$ cat src/rtl/tug_pkg.sv
// Shared types for the tug-of-war game controller: FSM states and winner codes.
package tug_pkg;

  typedef enum logic [1:0] {
    PLAY       = 2'd0,
    WIN_HOLD   = 2'd1,
    MATCH_OVER = 2'd2
  } state_t;

  localparam logic [1:0] WIN_NONE  = 2'b00;
  localparam logic [1:0] WIN_LEFT  = 2'b01;
  localparam logic [1:0] WIN_RIGHT = 2'b10;

endpackage

$ cat src/rtl/press_edge.sv
// Registered rising-edge detector: one pulse per key press, one cycle after the key is first seen high.
module press_edge (
  input  logic clk,
  input  logic reset,
  input  logic key,
  output logic pulse
);

  logic key_q;

  always_ff @(posedge clk) begin
    if (reset) begin
      key_q <= 1'b0;
      pulse <= 1'b0;
    end else begin
      key_q <= key;
      pulse <= key & ~key_q;
    end
  end

endmodule

$ cat src/rtl/tug_ctrl.sv
// Tug-of-war game controller: marker position, point hold, scores and match winner.
// All outputs are decoded from registered state; keys reach them only through press_edge.
module tug_ctrl
  import tug_pkg::*;
#(
  parameter int N_LIGHTS    = 9,
  parameter int WIN_SCORE   = 7,
  parameter int HOLD_CYCLES = 8
) (
  input  logic                           clk,
  input  logic                           reset,
  input  logic                           key_l,
  input  logic                           key_r,
  output logic [N_LIGHTS-1:0]            leds,
  output logic [1:0]                     winner,
  output logic [$clog2(WIN_SCORE+1)-1:0] score_l,
  output logic [$clog2(WIN_SCORE+1)-1:0] score_r,
  output logic                           game_over
);

  localparam int POS_W   = $clog2(N_LIGHTS);
  localparam int SCORE_W = $clog2(WIN_SCORE + 1);
  localparam int CNT_W   = (HOLD_CYCLES > 1) ? $clog2(HOLD_CYCLES) : 1;

  localparam logic [POS_W-1:0]   CENTRE   = POS_W'(N_LIGHTS / 2);
  localparam logic [POS_W-1:0]   LEFT_END = POS_W'(N_LIGHTS - 1);
  localparam logic [SCORE_W-1:0] LAST_PT  = SCORE_W'(WIN_SCORE - 1);
  localparam logic [CNT_W-1:0]   HOLD_TC  = CNT_W'(HOLD_CYCLES - 1);

  state_t             state, state_nx;
  logic [POS_W-1:0]   pos;
  logic [CNT_W-1:0]   hold_cnt;
  logic               pull_l, pull_r;
  logic               move_l, move_r;
  logic               score_evt_l, score_evt_r, hold_done;

  press_edge u_edge_l (.clk(clk), .reset(reset), .key(key_l), .pulse(pull_l));
  press_edge u_edge_r (.clk(clk), .reset(reset), .key(key_r), .pulse(pull_r));

  // Simultaneous pulls cancel out.
  assign move_l      = pull_l & ~pull_r;
  assign move_r      = pull_r & ~pull_l;
  assign score_evt_l = (state == PLAY) && move_l && (pos == LEFT_END);
  assign score_evt_r = (state == PLAY) && move_r && (pos == '0);
  assign hold_done   = (state == WIN_HOLD) && (hold_cnt == HOLD_TC);

  always_ff @(posedge clk) begin
    if (reset) state <= PLAY;
    else       state <= state_nx;
  end

  always_comb begin
    state_nx = state;
    case (state)
      PLAY: begin
        if (score_evt_l)      state_nx = (score_l == LAST_PT) ? MATCH_OVER : WIN_HOLD;
        else if (score_evt_r) state_nx = (score_r == LAST_PT) ? MATCH_OVER : WIN_HOLD;
      end
      WIN_HOLD:   if (hold_done) state_nx = PLAY;
      MATCH_OVER: state_nx = MATCH_OVER;
      default:    state_nx = PLAY;
    endcase
  end

  always_comb begin
    leds      = '0;
    game_over = 1'b0;
    case (state)
      PLAY:       leds = {{(N_LIGHTS-1){1'b0}}, 1'b1} << pos;
      MATCH_OVER: begin
        leds      = '1;
        game_over = 1'b1;
      end
      default:    leds = '0;
    endcase
  end

  always_ff @(posedge clk) begin
    if (reset) begin
      pos      <= CENTRE;
      hold_cnt <= '0;
      winner   <= WIN_NONE;
      score_l  <= '0;
      score_r  <= '0;
    end else begin
      case (state)
        PLAY: begin
          if (score_evt_l) begin
            score_l <= score_l + SCORE_W'(1);
            winner  <= WIN_LEFT;
          end else if (score_evt_r) begin
            score_r <= score_r + SCORE_W'(1);
            winner  <= WIN_RIGHT;
          end else if (move_l) begin
            pos <= pos + POS_W'(1);
          end else if (move_r) begin
            pos <= pos - POS_W'(1);
          end
        end
        WIN_HOLD: begin
          if (hold_done) begin
            hold_cnt <= '0;
            pos      <= CENTRE;
            winner   <= WIN_NONE;
          end else begin
            hold_cnt <= hold_cnt + CNT_W'(1);
          end
        end
        default: ;
      endcase
    end
  end

endmodule

$ cat config.mk
export PLATFORM = sky130hd
export DESIGN_NAME = tug_ctrl
export DESIGN_NICKNAME = d
export VERILOG_FILES = /design/src/rtl/tug_pkg.sv /design/src/rtl/press_edge.sv /design/src/rtl/tug_ctrl.sv
export SDC_FILE = /design/constraint.sdc
export NUM_CORES = 1
export LEC_CHECK = 0
export CORE_UTILIZATION = 51
export CTS_CLUSTER_SIZE = 40
export DETAILED_ROUTE_END_ITERATION = 6
export PLACE_DENSITY_LB_ADDON = 0.12
export SYNTH_ARGS = -nofsm -noshare
export SYNTH_HDL_FRONTEND = slang
export SYNTH_SLANG_ARGS = --single-unit
$ cat constraint.sdc
create_clock -name clk -period 1.9 [get_ports clk]
set_clock_uncertainty 0.05 [all_clocks]
set_input_delay 0.285 -clock clk [delete_from_list [all_inputs] [get_ports clk]]
set_output_delay 0.285 -clock clk [all_outputs]
set_load 0.01 [all_outputs]
==> flow_summary.yaml <==
grt:
  grt_max_degree: 21
  antenna_found_initial: 0
  grt_pass1_wl_um: 4950
  gr-total-overflow: 0
  grt_pass1_vias: 1153
  track_usage_pct: 24.5
drt:
  wl_um: 2920
  routed-via-count: 1192
  drt_iter0_markers: 15
  drc: 0
  viasPerCell: 5.60
  drtPass1Iterations: 4
  routedWlPerCell_um: 13.7
  drtAntennaViolNets: 0
power:
  p_seq_share_pct: 48.3
  pwr-share-clk_pct: 22.5
  power.switching_mw: 0.336
  p_int_mw: 0.699
  comb_power_share_pct: 29.2
  p_sw_share_pct: 32.5
  p_per_area_mw_per_mm2: 619
  p_leak_nw: 0.712
  ir_worst_vdd_mv: 0.734
critical_path:
  ff2ff_path_depth: 6
  startpoint_type: "flip-flop"
  slowest_delay_ps: 390
  arrival_ps: 1990
  required_ps: 2070
  cp.buffers_inverters: 2
  crit_chain: "buf_4, or3_4, buf_4, o21ai_1, and3b_1, o21bai_1"
  r2r-end: "pos[2]"
  rrSetupSlack_ps: 80
  cp_top_family: "simple AND/OR/NAND/NOR gates"
  worstSetupPathType: "flip-flop to flip-flop"
  r2r_start: "pos[1]"
  crit_top_cell: "buf_4"
  end_kind: "flip-flop"
  critical_path.slowest_cell: "dfxtp_4"
  crit_fanout: 6
synthesis:
  postSynthCellCount: 152
  synth.area.top_cells: "dfxtp_1 (34%), ha_1 (11%), nor2_1 (6.9%), nor2b_1 (5.5%), a21oi_1 (5.2%)"
  synth-seq-cells: 21
  synth-edff-count: 0
  netlist_area_mm2: 0.00125
  yosysSeqAreaShare_pct: 33.6
  synth_area_leader_cell: "dfxtp_1"
  ys.flop_type: "dfxtp_1"
  synthArstFlopShare_pct: 0
  synth_fp_nets: 167
  ys_types: 42
  synth_top_area_share_pct: 33.6
  avgSynthCellArea_um2: 8.23
  yosysMostFrequentCell: "nor2_1"
  synthTopCellsByCount: "nor2_1 (23), dfxtp_1 (21), a21oi_1 (13)"
  yosysWarnings: 0
timing:
  worst_pin_slew_ps: 453
  fmax_ghz: 0.549
  fin_crit_ps: 1820
  worst_slew_margin_rel_pct: 69.8
  period_share_pct: 95.9
  finalMaxSlewViolations: 0
  holdWs_ps: 343
  tns_ps: 0
  setup_viol: 0
  final_hold_viol_count: 0
finish:
  syn_to_final_growth_pct: 33.8
  ff_latch_area_um2: 439
  fin_area_mm2: 0.00167
  multi_input_area_um2: 816
  layout-drive-gt1-share_pct: 20.5
  fill_cells: 183
  diodes: 0
  nets: 201
die:
  num_rows: 17
  ios: 22
  die_h_um: 51.5
  start_util_pct: 55.5
  core_mm2: 0.00225
  dieArea_mm2: 0.00266
  die_w_um: 51.5
clocking:
  cts_tree: "done"
  cts.htree.levels: 1
  cts_buffers: 3
  clk_pin_slew_ps: 130
  clock_latency_ps: 310
  ctsHoldBuffers: 0
  ctsRootBufferMaster: "clkbuf_4"
  clock_sinks: 21
  clk_path_buf_depth: 2
hold_path:
  hp-class: "flip-flop to flip-flop"
  min_to: "u_edge_r.pulse"
  hold_depth: 1
  min_from: "u_edge_r.key_q"
placed_design:
  gp_congestion: 0.825
  numPortBuffers: 21
  dp_hpwl_um: 1960
  placed_area_mm2: 0.00153
job:
  maxCapViolCount: 0
run_status:
  status: "completed"
## placed cells by master (no fill, tap or decap), types with 2 or more instances in the layout
cell type	count
xor2_1	2
nor3b_1	2
inv_1	7
a21oi_1	13
dfxtp_4	4
o211ai_1	3
dfxtp_2	3
mux2i_1	2
nand3_1	4
dlygate4sd2_1	8
nand2b_1	2
clkbuf_4	3
nand3b_1	2
nor2b_1	8
a31oi_1	2
nand2_1	4
xnor2_1	3
clkdlybuf4s50_1	12
nor3_1	4
o21ai_0	3
dfxtp_1	14
ha_1	10
o31a_1	2
nor2_1	22
buf_4	17
nor2b_2	2
or3_1	2
## logic make-up after synthesis
group | after synthesis | share of synthesized area (%)
and+or+nand+nor | 62 | 26.7
AOI/OAI and AO/OA | 35 | 18.6
DFF | 21 | 33.6
buffers and inverters | 16 | 5.00
adders and majority gates | 11 | 11.0
xor gates and xnor gates | 5 | 3.50
muxes | 2 | 1.60
## cell type report
cell class              instances  area share, %
inverters                       7           1.57
clock buffers                   3           1.35
well taps                      28           2.09
flip-flops and latches         21           26.2
multi-input cells             115           48.7
repair buffers                 38           19.6
clock inverters                 1          0.448
## through the flow
stage	util (%)	setup slack [ps]	power, mW	instances
final	74.3	77.8	1.04	213
after global routing	74.3	-14.4	1.09	213
after CTS	72.6	17.9	1.01	210
after detailed placement	67.8	0.403	0.756	201
after global placement	67.8	67.4	0.747	201
after floorplan	-	208	0.658	152
## power by group through the flow
stage | combinational (mW) | sequential [mW] | clock [mW]
after floorplan | 0.171 | 0.487 | 0
after global placement | 0.247 | 0.501 | 0
after detailed placement | 0.254 | 0.502 | 0
after CTS | 0.281 | 0.501 | 0.232
after global routing | 0.332 | 0.505 | 0.253
final | 0.303 | 0.500 | 0.233
## worst max path at each step
stage                    from        end  slack [ps]  depth (start not counted)
2_1_floorplan  u_edge_l.pulse     pos[3]         210                          6
3_3_place_gp           pos[2]    leds[7]          70                          4
3_5_place_dp           pos[2]    leds[4]         0.4                          4
4_1_cts                pos[0]  winner[1]          20                          5
5_1_grt                pos[0]  winner[0]         -10                          6
6_report               pos[1]     pos[2]          80                          6
## routing by layer
layer	GRT usage [%]	up-vias	part of all wire, %
met5	0	-	0
met4	4.95	0	0.38
met3	5.85	2	4.8
met2	44.6	36	50
met1	29.0	551	45
li1	-	603	-
## timing repair
item / 4_1_cts / 5_1_grt
setup endpoints to repair: 10 / 6
pin swaps: 1 / 5
cloned: 0 / 0
setup buffers: 5 / 3
resized for setup: 26 / 7
## state kept, by name (all words and copies together) (netlist names)
signal and count:
u_edge_l.pulse 1, u_edge_l.key_q 1, hold_cnt 3, score_r 3
u_edge_r.key_q 1, state 2, u_edge_r.pulse 1, score_l 3
winner 2, pos 4
Power figures use the tool's default switching activity.
